**config.mk**
```make
export PLATFORM = sky130hd
export DESIGN_NAME = dispensador_garrafas
export DESIGN_NICKNAME = d
export VERILOG_FILES = /design/src/rtl/dispensador_garrafas.sv
export SDC_FILE = /design/constraint.sdc
export NUM_CORES = 1
export LEC_CHECK = 0
export ABC_AREA = 1
export CORE_AREA = 2 2 39 41
export CTS_CLUSTER_DIAMETER = 80
export DETAILED_ROUTE_END_ITERATION = 10
export DIE_AREA = 0 0 41 43
export MAX_ROUTING_LAYER = met4
export PLACE_DENSITY_LB_ADDON = 0.1
export SLEW_MARGIN = 30
export SYNTH_ARGS = -nofsm -noshare
export SYNTH_HDL_FRONTEND = slang
export SYNTH_SLANG_ARGS = --single-unit
```
**constraint.sdc**
```tcl
create_clock -name CLOCK -period 3.3 [get_ports CLOCK]
set_input_delay 0.66 -clock CLOCK [delete_from_list [all_inputs] [get_ports CLOCK]]
set_output_delay 0.66 -clock CLOCK [all_outputs]
set_load 0.01 [all_outputs]
```
**src/rtl/dispensador_garrafas.sv**
```systemverilog
// rtl/dispensador_garrafas.sv - bottle dispenser: boxes held in bounded stock, opened one at a time, bottles counted down
module dispensador_garrafas #(
    parameter int BOX_SIZE  = 12,
    parameter int MAX_BOXES = 7
) (
    input  logic       CLOCK,
    input  logic       RESET,
    input  logic       DUZIA_IN,
    input  logic       PEDIDO,
    output logic       PRONTO,
    output logic       GARRAFA_OUT,
    output logic [3:0] GARRAFAS_RESTANTES,
    output logic [2:0] CAIXAS_ESTOQUE,
    output logic       ESTOQUE_CHEIO,
    output logic       FALTA,
    output logic       PERDA
);

    localparam logic [3:0] BOX_LOAD  = 4'(BOX_SIZE);
    localparam logic [2:0] STOCK_MAX = 3'(MAX_BOXES);

    typedef enum logic [1:0] {
        VAZIO,
        ABRINDO,
        SERVINDO
    } state_t;

    state_t     state;
    state_t     state_next;
    logic [3:0] remaining;
    logic [3:0] remaining_next;
    logic [2:0] stock;
    logic [2:0] stock_next;
    logic       bottle_next;
    logic       perda_next;
    logic       opening;
    logic       fire;
    logic       drop;
    logic       arrival;

    always_ff @(posedge CLOCK) begin
        if (RESET) begin
            state       <= VAZIO;
            remaining   <= 4'd0;
            stock       <= 3'd0;
            GARRAFA_OUT <= 1'b0;
            PERDA       <= 1'b0;
        end else begin
            state       <= state_next;
            remaining   <= remaining_next;
            stock       <= stock_next;
            GARRAFA_OUT <= bottle_next;
            PERDA       <= perda_next;
        end
    end

    always_comb begin
        state_next     = state;
        remaining_next = remaining;
        stock_next     = stock;
        opening        = (state == ABRINDO);
        fire           = PEDIDO && (state == SERVINDO);
        // an arrival at full stock is only absorbed when a box leaves stock the same cycle
        drop           = DUZIA_IN && (stock == STOCK_MAX) && !opening;
        arrival        = DUZIA_IN && !drop;
        bottle_next    = fire;
        perda_next     = drop;

        if (arrival && !opening) begin
            stock_next = stock + 3'd1;
        end else if (!arrival && opening) begin
            stock_next = stock - 3'd1;
        end

        case (state)
            VAZIO: begin
                if (stock != 3'd0) begin
                    state_next = ABRINDO;
                end
            end
            ABRINDO: begin
                remaining_next = BOX_LOAD;
                state_next     = SERVINDO;
            end
            SERVINDO: begin
                if (fire) begin
                    remaining_next = remaining - 4'd1;
                    if (remaining == 4'd1) begin
                        state_next = VAZIO;
                    end
                end
            end
            default: begin
                state_next = VAZIO;
            end
        endcase
    end

    assign PRONTO             = (state == SERVINDO);
    assign GARRAFAS_RESTANTES = remaining;
    assign CAIXAS_ESTOQUE     = stock;
    assign ESTOQUE_CHEIO      = (stock == STOCK_MAX);
    assign FALTA              = (state == VAZIO) && (stock == 3'd0);

endmodule
```
**Word level (Yosys, flattened, before mapping)**

Cells that the tools add are included.

- Bits in registers: 11
- Bits in latches: 0
- RAM bits: 0
- Memory bits (read-only): 0
- Bits of input ports: 4
- Output and inout port bits: 12
- Word-level logic and storage cells: 40
- Memories: 0

- Add/subtract/negate cells: 3
- Multiply operators: 0
- Div/mod/pow operators: 0
- $lt $le $gt $ge: 0
- Equal/unequal tests: 7
- Shift-type cells: 0
- Multiplexer cells: 8
- Bitwise gates (word level): 0
- Reductions and logical operators: 17

Operators with widths:

| operator | number |
|---|---|
| one-hot mux 4 bit (2 select lines) | 1 |
| logical AND 1 bit | 7 |
| 2-to-1 mux 2 bit | 3 |
| 2-to-1 mux 3 bit | 2 |
| one-hot mux 2 bit (3 select lines) | 1 |
| equality test 4 x 1 -> 1 bit (second input constant) | 1 |
| 2-to-1 mux 4 bit | 1 |
| inequality test 2 x 1 -> 1 bit (second input constant) | 2 |
| nonzero test 2 bit | 2 |
| subtractor 4 x 1 -> 4 bit (second input constant) | 1 |
| adder 3 x 1 -> 3 bit (second input constant) | 1 |
| equality test 3 bit (second input constant) | 1 |
| logical NOT 1 bit | 3 |
| logical NOT 3 bit | 1 |
| AND reduction 3 bit | 1 |
| nonzero test 3 bit | 1 |
| subtractor 3 x 1 -> 3 bit (second input constant) | 1 |
| equality test 2 x 1 -> 1 bit (second input constant) | 1 |
| equality test 2 bit (second input constant) | 1 |
| logical NOT 2 bit | 1 |
| inequality test 2 bit (second input constant) | 1 |
| AND reduction 2 bit | 1 |

**Depth between registers and ports, before layout**

Gate-level depths: netlist (run 1).

- Depth in word-level cells: 9
- Gate-level depth with buffers: 11

**Worst setup path after synthesis (run 1)**

No wires, ideal clock.

- Path type: reg-to-reg
- Start: register stock[0], in the netlist CAIXAS_ESTOQUE[0]
- End: register stock[1], in the netlist CAIXAS_ESTOQUE[1]
- Library setup time: 0.120 ns
- Data arrival time: 1.752 ns
- Slack: 1.428 ns
- Cell stages (with the launch flop): 9
- Buffers on the path: 0
- Cell sequence: dfxtp_1 inv_2 nor3_4 a21boi_0 ha_1 inv_1 fa_1 o21ai_0 a21oi_1

- Elaborated cells on any way between the ends: 13
- Those cells by class: 2 x add/sub; 1 x eq/ne; 2 x mux; 8 x reduce/logical

RTL lines:

| element | RTL line | text |
|---|---|---|
| start: declaration | 32 | `logic [2:0] stock;` |
| start signal: assignment | 51 | `stock <= stock_next;` |
| equality test 3 bit | n/a |  |
| via ESTOQUE_CHEIO | 14 | `output logic ESTOQUE_CHEIO,` |
| logical AND 1 bit (2 in a row) | 64 | `drop = DUZIA_IN && (stock == STOCK_MAX) && !opening;` |
| logical NOT 1 bit | 65 | `arrival = DUZIA_IN && !drop;` |
| logical AND 1 bit | 65 |  |
| logical AND 1 bit | 69 | `if (arrival && !opening) begin` |
| 2-to-1 mux 3 bit | 69 |  |
| via stock_next[1] | 33 | `logic [2:0] stock_next;` |

The timed path passes the listed nets, and every way through them passes these cells. The select of a mux whose other input is x is not followed.
A chain may end at the register's enable or synchronous reset.

**Final worst setup path (run 1)**

- Start: register stock[0], in the netlist CAIXAS_ESTOQUE[0]
- End: output ESTOQUE_CHEIO

- Longest elaborated chain between the ends: 1

Ends and longest elaborated chain:

| element | RTL line | text |
|---|---|---|
| equality test 3 bit | 102 | `assign ESTOQUE_CHEIO = (stock == STOCK_MAX);` |
| end: declaration | 14 |  |

No other way between the ends.

==> results of run 1 <==
## worst paths after layout
kind                          from               endpoint  cells past startpoint
min          GARRAFAS_RESTANTES[0]  GARRAFAS_RESTANTES[0]                      1
min reg2reg  GARRAFAS_RESTANTES[0]  GARRAFAS_RESTANTES[0]                      1
max reg2reg      CAIXAS_ESTOQUE[0]      CAIXAS_ESTOQUE[1]                      8
max              CAIXAS_ESTOQUE[0]          ESTOQUE_CHEIO                      3
## registers in the layout, summed over array words and instances (netlist names)
| register | flops |
|---|---|
| CAIXAS_ESTOQUE | 3 |
| GARRAFAS_RESTANTES | 4 |
| GARRAFA_OUT | 1 |
| PERDA | 1 |
| state | 2 |
## logic make-up after synthesis
family          count (synthesis)  share of synthesized area (%)
simple gates                   24                          21.90
compound gates                 15                          16.25
buf+inv                        15                          10.16
flops                          11                          39.73
fa+ha+maj                       4                          10.38
xor+xnor                        1                          1.580
## synthesized netlist by cell type
library cell  instances
dfxtp_1              11
inv_1                11
nand2_1              11
a21oi_1               5
inv_2                 4
nand3_1               4
nor2_1                4
ha_1                  3
o21ai_0               3
nand2_2               2
o21ai_1               2
o31ai_1               2
a21boi_0              1
a21oi_2               1
a311oi_1              1
fa_1                  1
nand3_2               1
nor3_4                1
nor4_1                1
xor2_1                1
## metal layers
| layer | vias up | global-route usage, % | share of wire (%) |
|---|---|---|---|
| met5 | - | - | 0 |
| met4 | 0 | 8.000 | 0.89 |
| met3 | 2 | 9.424 | 7.9 |
| met2 | 17 | 23.44 | 46 |
| met1 | 211 | 19.93 | 45 |
| li1 | 267 | - | - |
## power breakdown
| group | internal, W | switching [W] |
|---|---|---|
| sequential | 0.000180 | 0.0000498 |
| clock | 0.0000468 | 0.0000456 |
| combinational | 0.000168 | 0.000185 |
## area by class of cell
| type | count | area [sq um] |
|---|---|---|
| clock buffers | 4 | 26.28 |
| well taps | 16 | 20.02 |
| repair buffers | 15 | 150.1 |
| multi-input cells | 44 | 277.8 |
| inverters | 15 | 56.30 |
| flip-flops and latches | 11 | 220.2 |
| fillers | 157 | 633.1 |
## worst max-delay path: stages (launching register included)
cell             delay [ns]
dfxtp_1                0.45
inv_2                  0.08
nor3_4                 0.21
clkdlybuf4s50_1        0.56
## metrics by stage
stage | instances | setup WS (ns)
floorplan | 70 | 1.428
global placement | 101 | 0.8377
detailed placement | 101 | 0.8003
CTS | 105 | 1.037
global route | 105 | 0.9650
finish | 105 | 1.073
==> impl_metrics.csv, run 1 <==
group,metric,value,unit
die,die_w,41,microns
global_route,grt_pass1_wl,1897,microns
worst_setup_path,path_class,"flop to output pin",
sta,min_period,2.227,ns
clock_network,htreeDepth,1,
die,die-area,0.001763,sq mm
clock_network,clk_pin_slew_worst_paths,0.07,ns
synth,yosysUniqueCellTypes,20,
route,route.detailed.drc,0,
global_route,grt_util_all_layers,17.17,%
power_and_ir_drop,power_density,899.2,mW/mm^2
sta,setup_viol,0,
global_route,grt-ovfl-total,0,
route,wl_per_cell,10.68,microns
synth,yosys_warnings,0,
clock_network,cts_tree,"built",
die,rows,14,
sta,fin_crit_sh,67.48,%
worst_setup_path,r2r_slack,1.42,ns
placement,port_buffers,15,
clock_network,clock-root-buffer,"clkbuf_4",
cells_and_area,area_growth,35.44,%
min_path,hold_path_class,"flop to flop",
route,antenna_left,0,
clock_network,cts_setup_buffers,0,
clock_network,ctsHoldBuffers,0,
cells_and_area,drive_above_1_share,13.48,%
sta,final_hold_viol_count,0,
outcome,status,"completed",
worst_setup_path,cp-end-kind,"output pin",
synth,yosysTopAreaCellShare,39.73,%
placement,place_congestion,0.6801,
clock_network,post_cts_resized,0,
synth,syn_inst,70,
power_and_ir_drop,p_leak,0.3280,nW
sta,finClkSkew,0.001903,ns
global_route,grt_max_degree,8,
run,maxCapViolCount,0,
route,finalWirelength,1121,microns
die,die_y,43,microns
cells_and_area,final_util,54.25,%
clock_network,clock-sinks,11,
power_and_ir_drop,power,0.0006751,W
sta,tightestPinTransition,0.3106,ns
sta,rsz0062_at_grt,"false",
synth,seq_area_frac_synth,39.73,%
power_and_ir_drop,peakVddDrop,0.4847,mV
sta,whs,0.4868,ns
worst_setup_path,cp.required,2.64,ns
synth,synth_nets,78,
synth,synth_seq_cells,11,
clock_network,clk_path_buf_depth,2,
worst_setup_path,arrival,1.57,ns
route,drt_iter0_drc,6,
die,core,0.001384,sq mm
global_route,grt_antenna_before_repair,0,
synth,yosys.area.top_type,"dfxtp_1",
cells_and_area,diodes,0,
cells_and_area,final_common_cell,"clkdlybuf4s50_1",
die,io_pins,16,
placement,dpl_cell_area,724.4,sq um
sta,max_freq,0.4491,GHz
clock_network,cts_buffers,3,
route,first_pass_iters,4,
route,drt-vias-per-instance,4.733,
cells_and_area,fin_area,750.7,sq um
placement,dp_hpwl,871.6,microns
route,vias,497,
die,initial_utilization,40.05,%
synth,yosys-top-cells-area,"dfxtp_1 (40%), inv_1 (7.4%), nand2_1 (7.4%)",
sta,finalSetupTns,0,ns
sta,relSlewSlack,79.23,%
synth,avgSynthCellArea,7.918,sq um
worst_setup_path,cp-start-kind,"flop",
sta,final_max_slew_viol_count,0,
cells_and_area,fin_nets,98,
worst_setup_path,critPathMaxFanout,6,
clock_network,clk_latency,0.27,ns
global_route,grt_pass1_vias,436,
synth,syn_area,554.3,sq um
cells_and_area,final_cell_mix,"clkdlybuf4s50_1 (15), dfxtp_1 (11), inv_1 (11), nand2_1 (11), a21oi_1 (5)",
(Power assumes the default switching activity.)
==> inputs of run 2 (changes only) <==
- CORE_AREA: 2 2 39 41 -> not set
- CORE_MARGIN: not set -> 1
- CORE_UTILIZATION: not set -> 40
- DIE_AREA: 0 0 41 43 -> not set
- clock period: 3.3 -> 1.9 ns (I/O delays scaled with it)
==> impl_metrics.csv, run 2 (synthesis gave the netlist of run 1 again) <==
group,metric,value,unit
outcome,status,"completed",
sta,final_max_slew_viol_count,0,
sta,setup_viol,0,
worst_setup_path,critPathMaxFanout,2,
placement,dp_hpwl,989.8,microns
sta,final_hold_viol_count,0,
worst_setup_path,critPathBufInv,2,
worst_setup_path,cp_top_family,"adder cells",
cells_and_area,final_common_cell,"clkdlybuf4s50_1",
cells_and_area,nFillCells,121,
placement,dpl_cell_area,768.2,sq um
sta,finalWorstSetupSlack,0.07618,ns
global_route,grt-ovfl-total,0,
sta,relSlewSlack,85.84,%
sta,fin_crit_sh,95.99,%
worst_setup_path,cp-end-kind,"flop",
sta,min_period,1.824,ns
min_path,min_to,"GARRAFAS_RESTANTES[0]",
run,maxCapViolCount,0,
die,rows,13,
cells_and_area,final_cell_mix,"clkdlybuf4s50_1 (13), dfxtp_1 (11), inv_1 (11), nand2_1 (11), buf_4 (6)",
min_path,hold_depth,1,
worst_setup_path,r2r_slack,0.12,ns
clock_network,cts_buffers,3,
global_route,grt_max_degree,7,
die,die-area,0.001539,sq mm
global_route,grt_antenna_before_repair,0,
route,route.detailed.drc,0,
cells_and_area,drive_above_1_share,22.11,%
route,first_pass_iters,5,
worst_setup_path,crit_chain,"clkdlybuf4s50_1, a21boi_2, ha_2, inv_1, fa_1, nand2_1, nand3_1, o21ai_2, a21oi_1",
placement,pre_cts_ws,-0.3045,ns
min_path,hold_path_class,"flop to flop",
worst_setup_path,path_class,"input port to flop",
global_route,grt_util_all_layers,18.43,%
worst_setup_path,crit-reg2reg-launch,"CAIXAS_ESTOQUE[2]",
worst_setup_path,cp-start-kind,"input port",
route,drt_iter0_drc,7,
placement,port_buffers,15,
min_path,min-delay-start,"GARRAFAS_RESTANTES[0]",
sta,rsz0062_at_grt,"true",
die,initial_utilization,42.60,%
sta,max_freq,0.5483,GHz
worst_setup_path,slowest_delay,0.47,ns
route,finalWirelength,1202,microns
sta,tightestPinTransition,0.2104,ns
route,antenna_left,0,
clock_network,clk_latency,0.26,ns
power_and_ir_drop,power,0.001260,W
clock_network,cts_setup_buffers,0,
global_route,grt_pass1_wl,1828,microns
global_route,grt_pass1_vias,450,
die,core,0.001301,sq mm
power_and_ir_drop,p_leak,0.3790,nW
clock_network,clk_pin_slew_worst_paths,0.07,ns
cells_and_area,regArea,220.2,sq um
worst_setup_path,rr_worst_depth,10,
cells_and_area,diodes,0,
worst_setup_path,slowest_stage,"clkdlybuf4s50_1",
die,die_w,39.23,microns
die,io_pins,16,
clock_network,cts_tree,"built",
route,vias,538,
sta,finClkSkew,0.001433,ns
route,wl_per_cell,10.93,microns
worst_setup_path,worstSetupStartpoint,"DUZIA_IN",
cells_and_area,area_growth,45.37,%
worst_setup_path,r2r-end,"CAIXAS_ESTOQUE[2]",
clock_network,ctsHoldBuffers,0,
cells_and_area,fin_area,805.8,sq um
power_and_ir_drop,power_density,1564,mW/mm^2
die,die_y,39.23,microns
clock_network,clk_path_buf_depth,2,
route,drt-vias-per-instance,4.891,
worst_setup_path,cp.required,2.05,ns
power_and_ir_drop,peakVddDrop,0.8041,mV
worst_setup_path,arrival,1.97,ns
cells_and_area,fin_nets,104,
placement,place_congestion,0.7309,
clock_network,clock-root-buffer,"clkbuf_4",
clock_network,post_cts_resized,2,
cells_and_area,multi_input_area,287.8,sq um
clock_network,htreeDepth,1,
clock_network,clock-sinks,11,
cells_and_area,largest_register_ffs,4,
-- run 2: cell types whose count changed in the layout (fill, tap and decap cells not counted), sizes merged --
| cell | change |
|---|---|
| buf | +6 |
| clkdlybuf4s50 | -2 |
| dlygate4sd2 | +1 |
| dlymetal6s2s | +1 |
-- run 2: power breakdown --
| part | total (W) | internal [W] | switching (W) |
|---|---|---|---|
| Clock | 0.000160 | 0.0000811 | 0.0000786 |
| Sequential | 0.000385 | 0.000312 | 0.0000725 |
| Combinational | 0.000716 | 0.000342 | 0.000373 |
-- run 2: per-stage QoR --
stage                     std cells  utilization [%]   TNS, ns  hold slack (ns)
after floorplan                  70                -         0           0.4424
after global placement          106            59.04   -0.3302           0.4783
after detailed placement        106            59.04   -0.4685           0.4804
after CTS                       110            60.96         0           0.4986
after global routing            110            61.92  -0.05148           0.5390
final                           110            61.92         0           0.4897
-- run 2: area by class of cell --
| type | count | share of cell area, % |
|---|---|---|
| clock buffer | 4 | 3.261 |
| inverter | 15 | 6.988 |
| multi-input combinational | 44 | 35.71 |
| sequential | 11 | 27.33 |
| tap | 15 | 2.329 |
| timing repair buffer | 21 | 24.38 |
-- run 2: how the worst max path moves through the flow --
stage                                   end  slack, ns  cells past startpoint
after global placement    CAIXAS_ESTOQUE[2]      -0.22                      9
after floorplan           CAIXAS_ESTOQUE[1]       0.03                      8
after CTS                 CAIXAS_ESTOQUE[2]       0.03                      9
final                     CAIXAS_ESTOQUE[2]       0.08                      9
after detailed placement  CAIXAS_ESTOQUE[2]      -0.30                      9
after global routing      CAIXAS_ESTOQUE[2]      -0.05                      9
-- run 2: metal layers --
layer  GRT usage, %  up-vias  routed length [microns]
met4          7.759        0                        6
li1               -      278                        -
met5              -        -                        0
met3          3.468        2                       53
met1          21.40      246                      536
met2          30.83       12                      606
